--- config.mk ---
export PLATFORM = sky130hd
export DESIGN_NAME = jts16_obj_scanq
export DESIGN_NICKNAME = d
export VERILOG_FILES = /design/src/rtl/jts16_obj_pkg.sv /design/src/rtl/jts16_obj_cmdq.sv /design/src/rtl/jts16_obj_scanq.sv
export SDC_FILE = /design/constraint.sdc
export NUM_CORES = 1
export LEC_CHECK = 0
export CAP_MARGIN = 20
export CORE_MARGIN = 2
export CORE_UTILIZATION = 35
export CTS_CLUSTER_DIAMETER = 50
export DETAILED_ROUTE_END_ITERATION = 16
export GPL_TIMING_DRIVEN = 0
export PLACE_DENSITY = 0.56
export SYNTH_ARGS = -nofsm -noshare
export SYNTH_HDL_FRONTEND = slang
export SYNTH_SLANG_ARGS = --single-unit
--- constraint.sdc ---
create_clock -name clk -period 3.7 [get_ports clk]
set_input_delay 0.37 -clock clk [delete_from_list [all_inputs] [get_ports clk]]
set_output_delay 0.37 -clock clk [all_outputs]
set_load 0.01 [all_outputs]
--- src/rtl/jts16_obj_pkg.sv ---
// Shared definitions for the sprite object scanner: table word layout,
// scanner FSM encoding and the draw-command record.
package jts16_obj_pkg;

    // Word index of each field inside an 8-word object entry
    localparam logic [2:0] W_HDR   = 3'd0;
    localparam logic [2:0] W_XPOS  = 3'd1;
    localparam logic [2:0] W_PITCH = 3'd2;
    localparam logic [2:0] W_OFFS  = 3'd3;
    localparam logic [2:0] W_ATTR  = 3'd4;
    localparam logic [2:0] W_ZOOM  = 3'd5;
    localparam logic [2:0] W_SCR   = 3'd7;

    // A bottom value at or above this marks the end of the object list
    localparam logic [7:0] TERM_BOTTOM = 8'hF0;

    typedef enum logic [3:0] {
        ST_IDLE, ST_HDR, ST_XPOS, ST_PITCH, ST_OFFS,
        ST_ATTR, ST_ZOOM, ST_SCR, ST_WB, ST_PUSH
    } state_t;

    typedef struct packed {
        logic [8:0]  xpos;
        logic [15:0] offset;
        logic [3:0]  bank;
        logic [1:0]  prio;
        logic [5:0]  pal;
        logic [4:0]  zoom;
        logic        hflip;
    } cmd_t;

    // Table word each state consumes; its address goes out one cycle earlier
    function automatic logic [2:0] read_word(input state_t st);
        case (st)
            ST_XPOS:  return W_XPOS;
            ST_PITCH: return W_PITCH;
            ST_OFFS:  return W_OFFS;
            ST_ATTR:  return W_ATTR;
            ST_ZOOM:  return W_ZOOM;
            ST_SCR:   return W_SCR;
            default:  return W_HDR;
        endcase
    endfunction

endpackage

--- src/rtl/jts16_obj_cmdq.sv ---
// Small synchronous FIFO holding draw commands between scanner and drawer.
module jts16_obj_cmdq #(
    parameter int W   = 8,
    parameter int QAW = 2
) (
    input  logic         clk,
    input  logic         rst_n,
    input  logic         flush,
    input  logic         push,
    input  logic [W-1:0] din,
    input  logic         pop,
    output logic [W-1:0] dout,
    output logic         full,
    output logic         empty
);
    localparam int DEPTH = 1 << QAW;

    logic [W-1:0] r_mem [DEPTH];
    logic [QAW:0] r_wr;
    logic [QAW:0] r_rd;

    assign empty = (r_wr == r_rd);
    assign full  = (r_wr[QAW] != r_rd[QAW]) && (r_wr[QAW-1:0] == r_rd[QAW-1:0]);
    assign dout  = r_mem[r_rd[QAW-1:0]];

    // Storage write
    // NOTE: the data array is deliberately not reset; the pointers alone say which entries are valid.
    always_ff @(posedge clk) begin
        if (push && !full) r_mem[r_wr[QAW-1:0]] <= din;
    end

    // Pointer update; flush empties the queue in one cycle
    always_ff @(posedge clk or negedge rst_n) begin
        if (!rst_n) begin
            r_wr <= '0;
            r_rd <= '0;
        end else if (flush) begin
            r_wr <= '0;
            r_rd <= '0;
        end else begin
            if (push && !full) r_wr <= r_wr + 1'b1;
            if (pop && !empty) r_rd <= r_rd + 1'b1;
        end
    end

endmodule

--- src/rtl/jts16_obj_scanq.sv ---
// Per-line sprite object scanner: walks the object table, advances the
// per-line source offset of every visible object and queues draw commands.
module jts16_obj_scanq
    import jts16_obj_pkg::*;
#(
    parameter int MODEL   = 0,
    parameter int OBJW    = 7,
    parameter int QAW     = 2,
    parameter int MAXLINE = 32,
    parameter int VLAST   = 223
) (
    input  logic            clk,
    input  logic            rst_n,
    output logic [OBJW+2:0] tbl_addr,
    input  logic [15:0]     tbl_dout,
    output logic [15:0]     tbl_din,
    output logic            tbl_we,
    output logic            dr_start,
    input  logic            dr_busy,
    output logic [8:0]      dr_xpos,
    output logic [15:0]     dr_offset,
    output logic [3:0]      dr_bank,
    output logic [1:0]      dr_prio,
    output logic [5:0]      dr_pal,
    output logic [4:0]      dr_zoom,
    output logic            dr_hflip,
    input  logic            flip,
    input  logic            hstart,
    input  logic [8:0]      vrender,
    output logic            done,
    output logic            line_ovf
);
    localparam int CW = $clog2(MAXLINE + 1);

    state_t          r_state, w_state_nxt;
    logic [OBJW-1:0] r_obj, w_obj_rd;
    logic [CW-1:0]   r_cnt;
    logic [8:0]      r_vrf;
    logic            r_first, r_wbz, r_done, r_ovf;
    logic [8:0]      r_xpos;
    logic [15:0]     r_pitch, r_cur;
    logic [3:0]      r_bank;
    logic [1:0]      r_prio;
    logic [5:0]      r_pal;
    logic [4:0]      r_vacc, r_vstep, r_hzoom;
    logic            r_hflip;

    logic            w_start, w_adv, w_end, w_ovf_set, w_push, w_pop, w_flush;
    logic            w_full, w_empty, w_carry;
    logic [8:0]      w_vrf;
    logic [7:0]      w_top, w_bot;
    logic [5:0]      w_zsum;
    logic [15:0]     w_new_off, w_zoom_wb;
    cmd_t            w_cmd, w_head;
    cmd_t            r_dr;
    logic            r_dr_start;

    assign w_vrf     = flip ? (9'(VLAST) - vrender) : vrender;
    assign w_bot     = tbl_dout[15:8];
    assign w_top     = tbl_dout[7:0];
    assign w_zsum    = {1'b0, r_vacc} + {1'b0, r_vstep};
    assign w_carry   = (MODEL == 1) && w_zsum[5];
    assign w_new_off = r_cur + (w_carry ? {r_pitch[14:0], 1'b0} : r_pitch);
    assign w_zoom_wb = {1'b0, w_zsum[4:0], r_vstep, r_hzoom};
    assign w_flush   = hstart && (r_state != ST_IDLE);
    assign w_pop     = !w_empty && !dr_busy && !r_dr_start && !w_flush;

    assign w_cmd = '{xpos: r_xpos, offset: r_cur, bank: r_bank, prio: r_prio, pal: r_pal,
                     zoom: (MODEL == 1) ? r_hzoom : 5'd0, hflip: r_hflip};

    // FSM state register
    always_ff @(posedge clk or negedge rst_n) begin
        if (!rst_n) r_state <= ST_IDLE;
        else        r_state <= w_state_nxt;
    end

    // Next-state logic; hstart overrides every state so a late line is aborted and restarted
    always_comb begin
        // NOTE: every combinational output gets a default first so no latch is inferred.
        w_state_nxt = r_state;
        w_start     = 1'b0;
        w_adv       = 1'b0;
        w_end       = 1'b0;
        w_ovf_set   = 1'b0;
        if (hstart) begin
            if (w_vrf <= 9'(VLAST)) begin
                w_start     = 1'b1;
                w_state_nxt = ST_HDR;
            end else begin
                w_end       = 1'b1;
                w_state_nxt = ST_IDLE;
            end
        end else begin
            case (r_state)
                ST_HDR: begin
                    if (w_bot >= TERM_BOTTOM) begin
                        w_end = 1'b1;
                        w_state_nxt = ST_IDLE;
                    end else if (w_top >= w_bot || r_vrf[7:0] < w_top || r_vrf[7:0] >= w_bot) begin
                        if (&r_obj) begin
                            w_end = 1'b1;
                            w_state_nxt = ST_IDLE;
                        end else begin
                            w_adv = 1'b1;
                        end
                    end else begin
                        w_state_nxt = ST_XPOS;
                    end
                end
                ST_XPOS:  w_state_nxt = ST_PITCH;
                ST_PITCH: w_state_nxt = ST_OFFS;
                ST_OFFS:  w_state_nxt = ST_ATTR;
                ST_ATTR:  w_state_nxt = (MODEL == 1) ? ST_ZOOM : (r_first ? ST_WB : ST_SCR);
                ST_ZOOM:  w_state_nxt = r_first ? ST_WB : ST_SCR;
                ST_SCR:   w_state_nxt = ST_WB;
                ST_WB:    w_state_nxt = (MODEL == 1 && !r_wbz) ? ST_WB : ST_PUSH;
                ST_PUSH: begin
                    if (!w_full) begin
                        if (r_cnt == CW'(MAXLINE - 1)) begin
                            w_end = 1'b1;
                            w_ovf_set = 1'b1;
                            w_state_nxt = ST_IDLE;
                        end else if (&r_obj) begin
                            w_end = 1'b1;
                            w_state_nxt = ST_IDLE;
                        end else begin
                            w_adv = 1'b1;
                            w_state_nxt = ST_HDR;
                        end
                    end
                end
                default: w_state_nxt = ST_IDLE;
            endcase
        end
    end

    // Outputs: read address for the next state's word, write-back strobes, FIFO push
    always_comb begin
        w_obj_rd = r_obj;
        if (w_start)    w_obj_rd = '0;
        else if (w_adv) w_obj_rd = r_obj + 1'b1;
        tbl_addr = {w_obj_rd, read_word(w_state_nxt)};
        tbl_we   = 1'b0;
        tbl_din  = '0;
        if (r_state == ST_WB && !hstart) begin
            tbl_we   = 1'b1;
            tbl_addr = {r_obj, r_wbz ? W_ZOOM : W_SCR};
            tbl_din  = r_wbz ? w_zoom_wb : w_new_off;
        end
        w_push = (r_state == ST_PUSH) && !hstart && !w_full;
    end

    // Line bookkeeping: object pointer, command count, done and overflow flags
    always_ff @(posedge clk or negedge rst_n) begin
        if (!rst_n) begin
            r_obj  <= '0;
            r_cnt  <= '0;
            r_vrf  <= '0;
            r_wbz  <= 1'b0;
            r_done <= 1'b0;
            r_ovf  <= 1'b0;
        end else begin
            if (w_start) begin
                r_obj <= '0;
                r_cnt <= '0;
                r_vrf <= w_vrf;
            end else begin
                if (w_adv)  r_obj <= r_obj + 1'b1;
                if (w_push) r_cnt <= r_cnt + 1'b1;
            end
            r_wbz <= (r_state == ST_WB) && (MODEL == 1) && !r_wbz && !hstart;
            if (w_end)       r_done <= 1'b1;
            else if (hstart) r_done <= 1'b0;
            if (w_ovf_set)   r_ovf <= 1'b1;
            else if (hstart) r_ovf <= 1'b0;
        end
    end

    // Entry field capture, one table word per state
    always_ff @(posedge clk or negedge rst_n) begin
        if (!rst_n) begin
            r_first <= 1'b0;
            r_xpos  <= '0;
            r_pitch <= '0;
            r_cur   <= '0;
            r_bank  <= '0;
            r_prio  <= '0;
            r_pal   <= '0;
            r_vacc  <= '0;
            r_vstep <= '0;
            r_hzoom <= '0;
            r_hflip <= 1'b0;
        end else begin
            case (r_state)
                ST_HDR:  r_first <= (w_top == r_vrf[7:0]);
                ST_XPOS: r_xpos  <= tbl_dout[8:0];
                ST_PITCH: begin
                    if (MODEL == 1) begin
                        r_pitch <= {{8{tbl_dout[7]}}, tbl_dout[7:0]};
                        r_hflip <= tbl_dout[8];
                    end else begin
                        r_pitch <= tbl_dout;
                        r_hflip <= 1'b0;
                    end
                end
                ST_OFFS: if (r_first) r_cur <= tbl_dout;
                ST_ATTR: begin
                    if (MODEL == 1) begin
                        r_pal  <= tbl_dout[5:0];
                        r_prio <= tbl_dout[7:6];
                        r_bank <= tbl_dout[11:8];
                    end else begin
                        r_pal  <= tbl_dout[13:8];
                        r_prio <= tbl_dout[1:0];
                        r_bank <= {1'b0, tbl_dout[6:4]};
                    end
                end
                ST_ZOOM: begin
                    r_vacc  <= tbl_dout[14:10];
                    r_vstep <= tbl_dout[9:5];
                    r_hzoom <= tbl_dout[4:0];
                end
                ST_SCR:  r_cur <= tbl_dout;
                default: ;
            endcase
        end
    end

    jts16_obj_cmdq #(.W($bits(cmd_t)), .QAW(QAW)) u_cmdq (
        .clk   (clk),
        .rst_n (rst_n),
        .flush (w_flush),
        .push  (w_push),
        .din   (w_cmd),
        .pop   (w_pop),
        .dout  (w_head),
        .full  (w_full),
        .empty (w_empty)
    );

    // Drain side: one command every other cycle at most, fields held until the next pop
    always_ff @(posedge clk or negedge rst_n) begin
        if (!rst_n) begin
            r_dr_start <= 1'b0;
            r_dr       <= '0;
        end else begin
            r_dr_start <= w_pop;
            if (w_pop) r_dr <= w_head;
        end
    end

    assign dr_start  = r_dr_start;
    assign dr_xpos   = r_dr.xpos;
    assign dr_offset = r_dr.offset;
    assign dr_bank   = r_dr.bank;
    assign dr_prio   = r_dr.prio;
    assign dr_pal    = r_dr.pal;
    assign dr_zoom   = r_dr.zoom;
    assign dr_hflip  = r_dr.hflip;
    assign done      = r_done;
    assign line_ovf  = r_ovf;

endmodule

==> impl_results.md, run 1 <==
* Synthesized instance count at around 800
* Number of antenna violations at the first check in global routing at 2
* Commonest cells post-synth: edfxtp_1 (144), dfrtp_1 (123), mux2_2 (63)
* Die outline area at around 36000 um^2
* Clock skew at 14.8 ps
* Number of storage elements in the synthesis netlist at roughly 270
* Peak VDD IR at approximately 0.27 mV
* Routability congestion estimate from global placement at about 0.8
* Worst Hold Class: in -> reg
* Least-Margin Pin Slew at 953 ps
* Total count of hold-check failures in the final report at 0
* Path depth of the worst reg2reg path at 7
* Startpoint class of the critical path: register
* Standard cell with the maximum stage delay on the critical path: dfrtp_2
* CP Buf/Inv Count at 2
* Global routing usage on met3 at 0.0247
* Setup-violating endpoint count in the final report at 0
* Post-synthesis cell type with the largest combined area: edfxtp_1
* Detailed Routing Iterations Pass 1 at 4
* Minimum setup slack among reg-to-reg paths at 890 ps
* Initial DRC Count at roughly 380
* Critical Path RT at roughly 3300 ps
* Kind of critical path: reg -> out
* Final Max Slew Viols at 0
* Delay of the slowest cell on the worst path at 420 ps
* Row count at 67
* CTS Root Buffer Type: clkbuf_16
* Number of max-cap violations at 0
* Destination of the worst register-to-register timing path: u_cmdq.r_mem[0][24]$_DFFE_PP_
* DIE WIDTH at 190 um
* Via total after detailed routing at ~7100
* Average wire per standard cell at between 15 and 20 um
* Number of top-level pins at roughly 100
* Outcome: complete, no violations
* Main synth FF type: edfxtp_1
* Proportion of synthesized chip area in sequential cells at 0.615
* Total routing usage reported by global routing at 0.153
* Net load switching power at between 3 and 4 mW
* Clock transition at path regs at 50 ps
* Area of the placeable core at 33700 um^2
* Peak fanout along the critical path at 3
* Vias/cell at between 4 and 5
* Sw Share at 0.293
* Number of global-route vias before repair at ~7300
* Share of flip-flops with an asynchronous set or reset after synthesis at 0.461
* Die height at 190 um
* TritonCTS sink count at between 200 and 300
* Total negative slack at 0 ps
* GR Overflow Total at 0
* Syn_area_per_cell at ~15 um^2
* Power share of the sequential group at 0.385
* Clock tree from TritonCTS: yes
* Critical path capture point type: output port
* Unrepaired setup endpoints after global routing: true
* Crit share post-route at 0.976
* Endpoint of the worst hold path: r_vrf[5]$_DFFE_PN0P_
* Number of levels in the clock H-tree at 2
* Warnings from Yosys at 0
* Buffers on Ports at 95
* Maximum clock frequency at ~280 MHz
* Cell with the most instances after synthesis: edfxtp_1
* Met1 Resource Use GR at 0.205
* Global routing's busiest layer: met2
* Number of distinct library cell variants in the gate-level netlist after synthesis at 72
* Area share of the leading cell type in the synthesized netlist at 0.359
* Worst r2r src: r_state[2]$_DFF_PN0_
* Dominant cell type by count on the critical path: a21o_1
* Synth area leaders: edfxtp_1 (36%), dfrtp_1 (26%), mux4_2 (6.7%), mux2_2 (5.9%), ha_1 (5.0%)
* Layout net count at 1039
* First-pass GRT wire length at roughly 42000 um
* Arrival time at the worst endpoint at roughly 3200 ps
* Fraction of power consumed by combinational cells at 0.302
* Ratio of cells with drive above 1 in the final layout at 0.239
* Number of buffers on the longest clock path at 3
* Layout overhead on the synthesized area at 24.6%
* Largest delay share family, worst path: compound AO/OA/AOI/OAI gates
* P_int at ~7.5 mW
* Worst slew margin at 0.365
* CP cell instances: ha_2 -> fa_2 -> a21o_1 -> a21o_1 -> a2111oi_4 -> o221ai_2 -> buf_4 -> o41ai_4 -> xor2_1 -> nor2_1 -> buf_2
* Drc violations at 0
* Estimated wirelength of the detail-placed design at 19100 um
* Cells on Worst Hold Path at 3
* Number of flops mapped to enable cells by yosys at 144
* Hold path start: vrender[5]
* Worst setup timing slack at the placement stage at -447 ps
* Leakage dissipation at 6.03 nW
* Fraction of power consumed by the clock network at 0.313
* Final wirelength at 26900 um
* Clock network latency to the later pin of the worst-skew pair at 510 ps
* Cts bufs inserted at 34
* Worst setup slack after layout at 88.2 ps
* Detail Route Antenna Nets at 0
* Synth Cell Area at 12000 um^2
* Met2 usage at 0.254
* Pwr Density at slightly above 700 nW/um^2
* Pin count of the biggest net entering global routing at between 80 and 90
* Clock period minus worst slack at ~3600 ps
* Initial cell density of the core at 0.357
layout by cell type, fill, tap and decap left out, types with 4 or more instances in the layout:
master	Yosys	final
clkbuf_1	11	14
edfxtp_1	144	144
a21o_1	9	9
and2_2	0	4
mux2i_1	9	9
nand2_1	51	51
nor2_1	37	37
bufinv_16	0	4
o21ai_0	34	32
a31oi_1	4	4
buf_2	6	7
buf_6	4	5
buf_1	4	4
clkinv_2	1	6
nand4_1	9	9
inv_1	26	26
mux4_2	36	36
xor2_1	16	16
dlymetal6s2s_1	0	9
xnor2_1	16	16
mux2_2	63	63
buf_4	11	20
dfrtp_1	123	122
o211ai_1	9	9
mux2_4	10	10
nand3_1	9	9
conb_1	1	7
nand2b_1	9	9
nor3_1	7	7
and2_1	8	4
ha_1	48	47
buf_16	0	4
o21a_1	5	5
dlygate4sd2_1	0	15
clkbuf_16	0	34
clkdlybuf4s50_1	0	66
inv_6	0	5
and3_1	4	4
a21oi_1	22	21
nor2b_1	7	7
worst max-delay path by stage:
stage,from,to,slack [ps],cells after the start
floorplan,r_cur[0]$_DFFE_PN0P_,tbl_din[14],880,9
global placement,rst_n,dr_pal[2]$_DFFE_PN0P_,-3190,1
detailed placement,tbl_dout[0],tbl_addr[7],-450,11
CTS,r_cur[0]$_DFFE_PN0P_,tbl_din[14],-80,11
global route,r_cur[0]$_DFFE_PN0P_,tbl_din[14],-40,11
finish,r_cur[0]$_DFFE_PN0P_,tbl_din[14],90,11
through the flow:
| step | hold slack, ps | total power [mW] | utilization | cells | cell area (um^2) |
|---|---|---|---|---|---|
| 6_report | 203 | 10.6 | 0.445 | 1435 | 15000 |
| 5_1_grt | 227 | 11.1 | 0.445 | 1434 | 15000 |
| 4_1_cts | 339 | 10.7 | 0.443 | 1430 | 14900 |
| 3_5_place_dp | 308 | 7.26 | 0.407 | 1363 | 13700 |
| 3_3_place_gp | 493 | 7.21 | 0.403 | 1357 | 13600 |
| 2_1_floorplan | 74.4 | 6.13 | - | 814 | 12100 |
cell type report:
class | count | area, um^2
antenna | 1 | 2.50
fill | 3043 | 18700
timing repair buffer | 110 | 1160
buffer | 37 | 235
multi-input combinational | 483 | 4410
sequential | 267 | 7400
clock inverter | 23 | 258
clock buffer | 39 | 880
inverter | 27 | 103
tap | 448 | 561
timing repair:
action | in CTS | in global routing
pin swaps | 6 | 10
gates cloned | 0 | 0
hold buffers | 1 | 0
endpoints found under the setup margin | 13 | 13
gates resized for setup | 31 | 24
buffers inserted | 4 | 4
endpoints found under the hold margin | 36 | 0
power groups by stage:
stage / Combinational, mW / Sequential [mW] / Clock [mW]
2_1_floorplan: 2.01 / 4.12 / 0
3_5_place_dp: 3.12 / 4.13 / 0
3_3_place_gp: 3.09 / 4.12 / 0
5_1_grt: 3.49 / 4.14 / 3.51
4_1_cts: 3.20 / 4.08 / 3.38
6_report: 3.19 / 4.07 / 3.31
cells by family (layout without fill, tap and decap cells):
group,Yosys count,after routing,synth area share
buf+inv,64,236,0.0279
fa+ha+maj,49,49,0.0515
mux,118,118,0.146
xor+xnor,32,32,0.0233
simple gates,163,163,0.0711
flops,267,267,0.615
compound gates,114,114,0.0651
other cells,1,8,0.000311
worst min-delay path, cell delays in order:
cell and delay [ps]:
dlymetal6s2s_1 170, nand2_1 80, nand2_1 40
layer usage:
layer,wire length [um],part of all wire,vias up
met5,0,0,-
met4,609,0.023,0
met3,1110,0.041,42
met2,12900,0.48,151
met1,12300,0.46,3521
li1,-,-,3339
registers in the layout, indices dropped and copies added (netlist names), 4 cells and up:
signal,count
r_xpos,9
dr_offset,16
u_cmdq.r_mem,144
r_state,4
r_pal,6
r_vrf,8
r_pitch,16
dr_pal,6
r_obj,7
r_cur,16
r_cnt,6
dr_xpos,9
No activity file was read; power rests on OpenSTA's default activity.
==> inputs of run 2 (changes only) <==
- REMOVE_ABC_BUFFERS: not set -> 1
==> impl_results.md, run 2 (synthesized netlist as in run 1, its figures left out) <==
* Minimum setup slack among reg-to-reg paths at 510 ps
* Clock period minus worst slack at about 3600 ps
* Number of global-route vias before repair at approximately 7200
* Critical path capture point type: output port
* GR Overflow Total at 0
* Buffers on Ports at between 90 and 100
* Number of antenna violations at the first check in global routing at 1
* Destination of the worst register-to-register timing path: u_cmdq.r_mem[0][1]$_DFFE_PP_
* Area of placed instances at around 14000 um^2
* Arrival time at the worst endpoint at approximately 3200 ps
* Final Max Slew Viols at 0
* Detailed Routing Iterations Pass 1 at 6
* Startpoint class of the critical path: primary input
* CTS Root Buffer Type: clkbuf_16
* Total routing usage reported by global routing at 0.151
* Largest delay share family, worst path: buffers and inverters
* Worst setup timing slack at the placement stage at -419 ps
* Unrepaired setup endpoints after global routing: true
* Average wire per standard cell at 18.9 um
* Layout overhead on the synthesized area at 23.8%
* Crit share post-route at 0.975
* Clock transition at path regs at roughly 50 ps
* Pin count of the biggest net entering global routing at 70
* Leakage dissipation at approximately 5.9 nW
* Clock network latency to the later pin of the worst-skew pair at ~500 ps
* Delay of the slowest cell on the worst path at 500 ps
* Pwr Density at roughly 700 nW/um^2
* Peak VDD IR at 0.316 mV
* Estimated wirelength of the detail-placed design at approximately 17000 um
* Worst Hold Class: in -> reg
* Number of max-cap violations at 0
* Maximum clock frequency at 277 MHz
* Final Total Pwr at approximately 11 mW
* Ratio of cells with drive above 1 in the final layout at 0.239
* Path depth of the worst reg2reg path at 5
* CP Buf/Inv Count at 4
* Worst slew margin at 0.354
* Routability congestion estimate from global placement at between 0.7 and 0.8
* Standard cell with the maximum stage delay on the critical path: clkdlybuf4s50_1
* Clock skew at around 16 ps
* Commonest non-fill, non-tap cells in the layout: edfxtp_1 (144), dfrtp_1 (119), clkdlybuf4s50_1 (69), mux2_2 (63), nand2_1 (50)
* Die height at approximately 190 um
* Layout Utilization at 0.442
* Final wirelength at 26500 um
* Detail Route Antenna Nets at 0
* Final Hold Slack at 201 ps
* Area of the placeable core at roughly 34000 um^2
* First-pass GRT wire length at approximately 42000 um
* Worst setup slack after layout at between 90 and 100 ps
* Kind of critical path: in -> out
* Row count at 67
* Total negative slack at 0 ps
* Layout net count at between 1000 and 1500
* Initial cell density of the core at 0.357
* Number of buffers on the longest clock path at 3
* Via total after detailed routing at around 7000
* Cts bufs inserted at 35
* DIE WIDTH at roughly 190 um
* Critical Path RT at approximately 3300 ps
* Number of diodes at 0
* Initial DRC Count at around 390
* Setup-violating endpoint count in the final report at 0
* Number of standard cells in the final layout excluding fillers at about 1400
* Timing endpoint of the critical path: tbl_addr[7]
* Least-Margin Pin Slew at between 900 and 1000 ps
* Startpoint of the most critical setup path: tbl_dout[15]
* TritonCTS sink count at ~270
* Most frequent standard cell in the layout excluding fill and tap cells: edfxtp_1
* Levels on crit path at 12
* Die outline area at between 30000 and 40000 um^2
* Total count of hold-check failures in the final report at 0
* Number of top-level pins at 103
* Global routing's busiest layer: met2
* Met1 Resource Use GR at 0.206
* Vias/cell at between 4 and 5
* Met2 usage at 0.250
* Worst r2r src: u_cmdq.r_rd[0]$_DFFE_PN0P_
* Number of flip-flops in the largest register at roughly 140
* Number of levels in the clock H-tree at 2
* Drc violations at 0
* Peak fanout along the critical path at 5
* Clock tree from TritonCTS: yes
* CP cell instances: clkdlybuf4s50_1 -> inv_1 -> ha_1 -> a211oi_1 -> and3_1 -> o31a_1 -> o311a_4 -> a21oi_4 -> clkbuf_2 -> o211ai_1 -> mux2i_1 -> dlygate4sd2_1
* Outcome: complete, no violations
* Total instance count after detailed placement at about 1300
* Global routing usage on met3 at 0.0259
* Final instance area at around 15000 um^2
## run 2: metal layers
layer	wire [um]	vias up
met5	12	-
met4	463	2
met3	1130	43
met2	12700	145
met1	12200	3492
li1	-	3284
## run 2: worst min-delay path: stages
cell,delay [ps]
dlymetal6s2s_1,170
nand2_1,80
nand2_1,40
## run 2: power by group
part | leakage [nW] | internal [mW] | total, mW | switching, mW
combinational | 2.54 | 1.77 | 3.11 | 1.34
sequential | 2.80 | 3.71 | 4.12 | 0.406
clock | 0.554 | 2.01 | 3.32 | 1.31
## run 2: area by class of cell
| type | count | area (um^2) |
|---|---|---|
| clock buffers | 49 | 1010 |
| clock inverters | 14 | 148 |
| fillers | 3107 | 18800 |
| inverters | 27 | 106 |
| multi-input cells | 484 | 4440 |
| flip-flops and latches | 267 | 7410 |
| well taps | 448 | 561 |
| repair buffers | 116 | 1240 |
## run 2: how the worst min path moves through the flow
stage / from / endpoint / slack (ps) / cells past startpoint
final: vrender[5] / r_vrf[5]$_DFFE_PN0P_ / 200 / 3
after global routing: vrender[5] / r_vrf[5]$_DFFE_PN0P_ / 250 / 3
after CTS: tbl_dout[9] / r_pal[1]$_DFFE_PN0N_ / 400 / 2
after detailed placement: rst_n / dr_bank[2]$_DFFE_PN0P_ / 450 / 1
after global placement: dr_xpos[7]$_DFFE_PN0P_ / dr_xpos[7]$_DFFE_PN0P_ / 490 / 1
after floorplan: rst_n / done$_DFFE_PN0P_ / 70 / 0
## run 2: what timing repair did
action / in CTS / in global routing
hold buffers: 1 / 0
pin swaps: 6 / 9
setup endpoints to repair: 26 / 14
cloned: 0 / 1
buffers inserted: 4 / 8
endpoints found under the hold margin: 68 / 0
resized for setup: 30 / 25
==> inputs of run 3 (changes only) <==
- MAX_ROUTING_LAYER: not set -> met4
- PLACE_DENSITY: 0.56 -> 0.55
- SYNTH_HIERARCHICAL: not set -> 1
==> impl_results.md, run 3 <==
* Average wire per standard cell at 18.4 um
* Worst Hold Class: in -> reg
* Area of placed instances at between 15000 and 20000 um^2
* Number of levels in the clock H-tree at 2
* Clock network latency to the later pin of the worst-skew pair at 520 ps
* Warnings from Yosys at 6
* Area share of the leading cell type in the synthesized netlist at 0.384
* Clock transition at path regs at 60 ps
* Synth area leaders: edfxtp_1 (38%), dfrtp_1 (24%), mux4_2 (7.2%), nand2_1 (5.1%), ha_1 (4.4%)
* Number of flip-flops in the largest register at 172
* Drc violations at 0
* Arrival time at the worst endpoint at between 3000 and 4000 ps
* Initial cell density of the core at 0.356
* Routability congestion estimate from global placement at between 0.7 and 0.8
* Pin count of the biggest net entering global routing at 85
* Crit share post-route at 0.986
* Cts bufs inserted at 39
* Main synth FF type: edfxtp_1
* Register Area at between 8000 and 9000 um^2
* Pwr Density at roughly 650 nW/um^2
* Number of global-route vias before repair at slightly above 8000
* Die outline area at 40000 um^2
* Delay of the slowest cell on the worst path at between 500 and 600 ps
* CP cell instances: ha_1 -> and3_1 -> nor2b_2 -> a31oi_2 -> or4_1 -> nand3_1 -> clkdlybuf4s50_1
* Worst setup slack after layout at 52.7 ps
* Initial DRC Count at about 300
* Layout net count at about 1200
* Final instance area at 16800 um^2
* Area of the placeable core at around 38000 um^2
* Detailed Routing Iterations Pass 1 at 5
* Number of antenna violations at the first check in global routing at 2
* Via total after detailed routing at between 8000 and 9000
* TritonCTS sink count at roughly 300
* Startpoint class of the critical path: register
* Number of top-level pins at around 100
* Setup-violating endpoint count in the final report at 0
* First-pass GRT wire length at a little under 50000 um
* Number of storage elements in the synthesis netlist at between 300 and 400
* Worst slew margin at 0.350
* Die height at approximately 200 um
* Synthesized instance count at approximately 970
* Global routing's busiest layer: met2
* Peak VDD IR at 0.321 mV
* Detail Route Antenna Nets at 0
* Critical Path RT at 3330 ps
* Worst setup timing slack at the placement stage at -763 ps
* Met1 Resource Use GR at 0.219
* Total routing usage reported by global routing at 0.164
* FILL cells at between 3000 and 4000
* Area taken by multi-input logic gates at just under 5000 um^2
* Leakage dissipation at 6.83 nW
* GR Overflow Total at 0
* DIE WIDTH at roughly 200 um
* Kind of critical path: reg -> out
* Row count at approximately 70
* Share of flip-flops with an asynchronous set or reset after synthesis at 0.430
* Vias/cell at 4.91
* Outcome: complete, no violations
* Final wirelength at approximately 31000 um
* Global routing usage on met3 at 0.0267
* Number of max-cap violations at 0
* Final Max Slew Viols at 0
* Most frequent standard cell in the layout excluding fill and tap cells: nand2_1
* Peak fanout along the critical path at 6
* Commonest non-fill, non-tap cells in the layout: nand2_1 (181), edfxtp_1 (172), dfrtp_1 (127), clkdlybuf4s50_1 (83)
* Number of distinct library cell variants in the gate-level netlist after synthesis at ~70
* Met2 usage at 0.262
* Standard cell with the maximum stage delay on the critical path: clkdlybuf4s50_1
* Syn_area_per_cell at roughly 14 um^2
* Clock skew at between 10 and 15 ps
* Clock tree from TritonCTS: yes
* Cell with the most instances after synthesis: nand2_1
* Post-synthesis cell type with the largest combined area: edfxtp_1
* Estimated wirelength of the detail-placed design at approximately 20000 um
* Unrepaired setup endpoints after global routing: true
* Proportion of synthesized chip area in sequential cells at 0.626
* Synth Cell Area at ~13000 um^2
* Number of buffers on the longest clock path at 3
* Maximum clock frequency at between 200 and 300 MHz
* Total count of hold-check failures in the final report at 0
* Critical path capture point type: output port
* Least-Margin Pin Slew at between 900 and 1000 ps
* CTS Root Buffer Type: clkbuf_16
* Ratio of cells with drive above 1 in the final layout at 0.189
* Number of flops mapped to enable cells by yosys at around 170
* Layout overhead on the synthesized area at 25.2%
* Buffers on Ports at between 100 and 150
* Commonest cells post-synth: nand2_1 (181), edfxtp_1 (172), dfrtp_1 (130)
* Clock period minus worst slack at approximately 3600 ps
-- run 3: final timing paths --
path / cells after the start / from / slack, ps / end
max: 7 / r_cur[7]$_DFFE_PN0P_ / 50 / tbl_din[15]
min: 2 / tbl_dout[10] / 270 / r_pitch[10]$_DFFE_PN0P_
max reg2reg: 9 / u_cmdq/r_rd[0]$_DFFE_PN0P_ / 360 / u_cmdq/r_rd[1]$_DFFE_PN0P_
min reg2reg: 2 / dr_zoom[1]$_DFFE_PN0P_ / 470 / dr_zoom[1]$_DFFE_PN0P_
max in group asynchronous: 3 / rst_n / 2490 / dr_offset[5]$_DFFE_PN0P_
min in group asynchronous: 2 / rst_n / 360 / r_cnt[0]$_DFFE_PN0P_
-- run 3: cell families after synthesis --
logic type / share of synthesized area
AO/OA/AOI/OAI: 0.0594
adder cells (fa/ha/maj): 0.0452
flip-flops: 0.626
AND/OR/NAND/NOR: 0.109
XOR/XNOR: 0.0205
other: 0.000279
buffers and inverters: 0.0255
multiplexers: 0.114
-- run 3: area by class of cell --
class | count | area share
multi-input combinational | 630 | 0.295
antenna | 2 | 0.000297
timing repair buffer | 123 | 0.0782
clock inverter | 19 | 0.0156
clock buffer | 52 | 0.0651
inverter | 31 | 0.00721
sequential | 302 | 0.500
tap | 511 | 0.0380
-- run 3: timing repair --
action,CTS,global route
endpoints found under the setup margin,25,16
gates resized for setup,30,23
buffers inserted,8,3
pin swaps,4,1
gates cloned,0,0
endpoints found under the hold margin,46,0
hold buffers,1,0
-- run 3: metal layers --
| metal | up-vias | wire length (um) |
|---|---|---|
| li1 | 3897 | - |
| met1 | 4096 | 14300 |
| met2 | 166 | 14500 |
| met3 | 46 | 1270 |
| met4 | 0 | 649 |
| met5 | - | 0 |
-- run 3: report_power, final --
| part | total, mW | switching [mW] | internal (mW) |
|---|---|---|---|
| registers | 4.29 | 0.310 | 3.98 |
| logic | 2.86 | 1.43 | 1.43 |
| clock network | 3.88 | 1.43 | 2.45 |
-- run 3: per-stage QoR --
step	utilization	std cells	total power, mW	TNS, ps	hold WS (ps)
floorplan	-	963	5.96	-191020	74.4
global placement	0.397	1576	7.07	-1253890	460
detailed placement	0.403	1585	7.10	-19820	354
CTS	0.443	1665	11.1	-0.170	371
global route	0.446	1670	11.6	-56.3	261
finish	0.446	1670	11.0	0	268
-- run 3: worst max-delay path: cells and delay by family, from the launching register on --
family | cells | cell delay, ps
AO/OA/AOI/OAI | 1 | 150
adder cells (fa/ha/maj) | 1 | 380
buffers and inverters | 1 | 580
flip-flops | 1 | 450
AND/OR/NAND/NOR | 4 | 1200
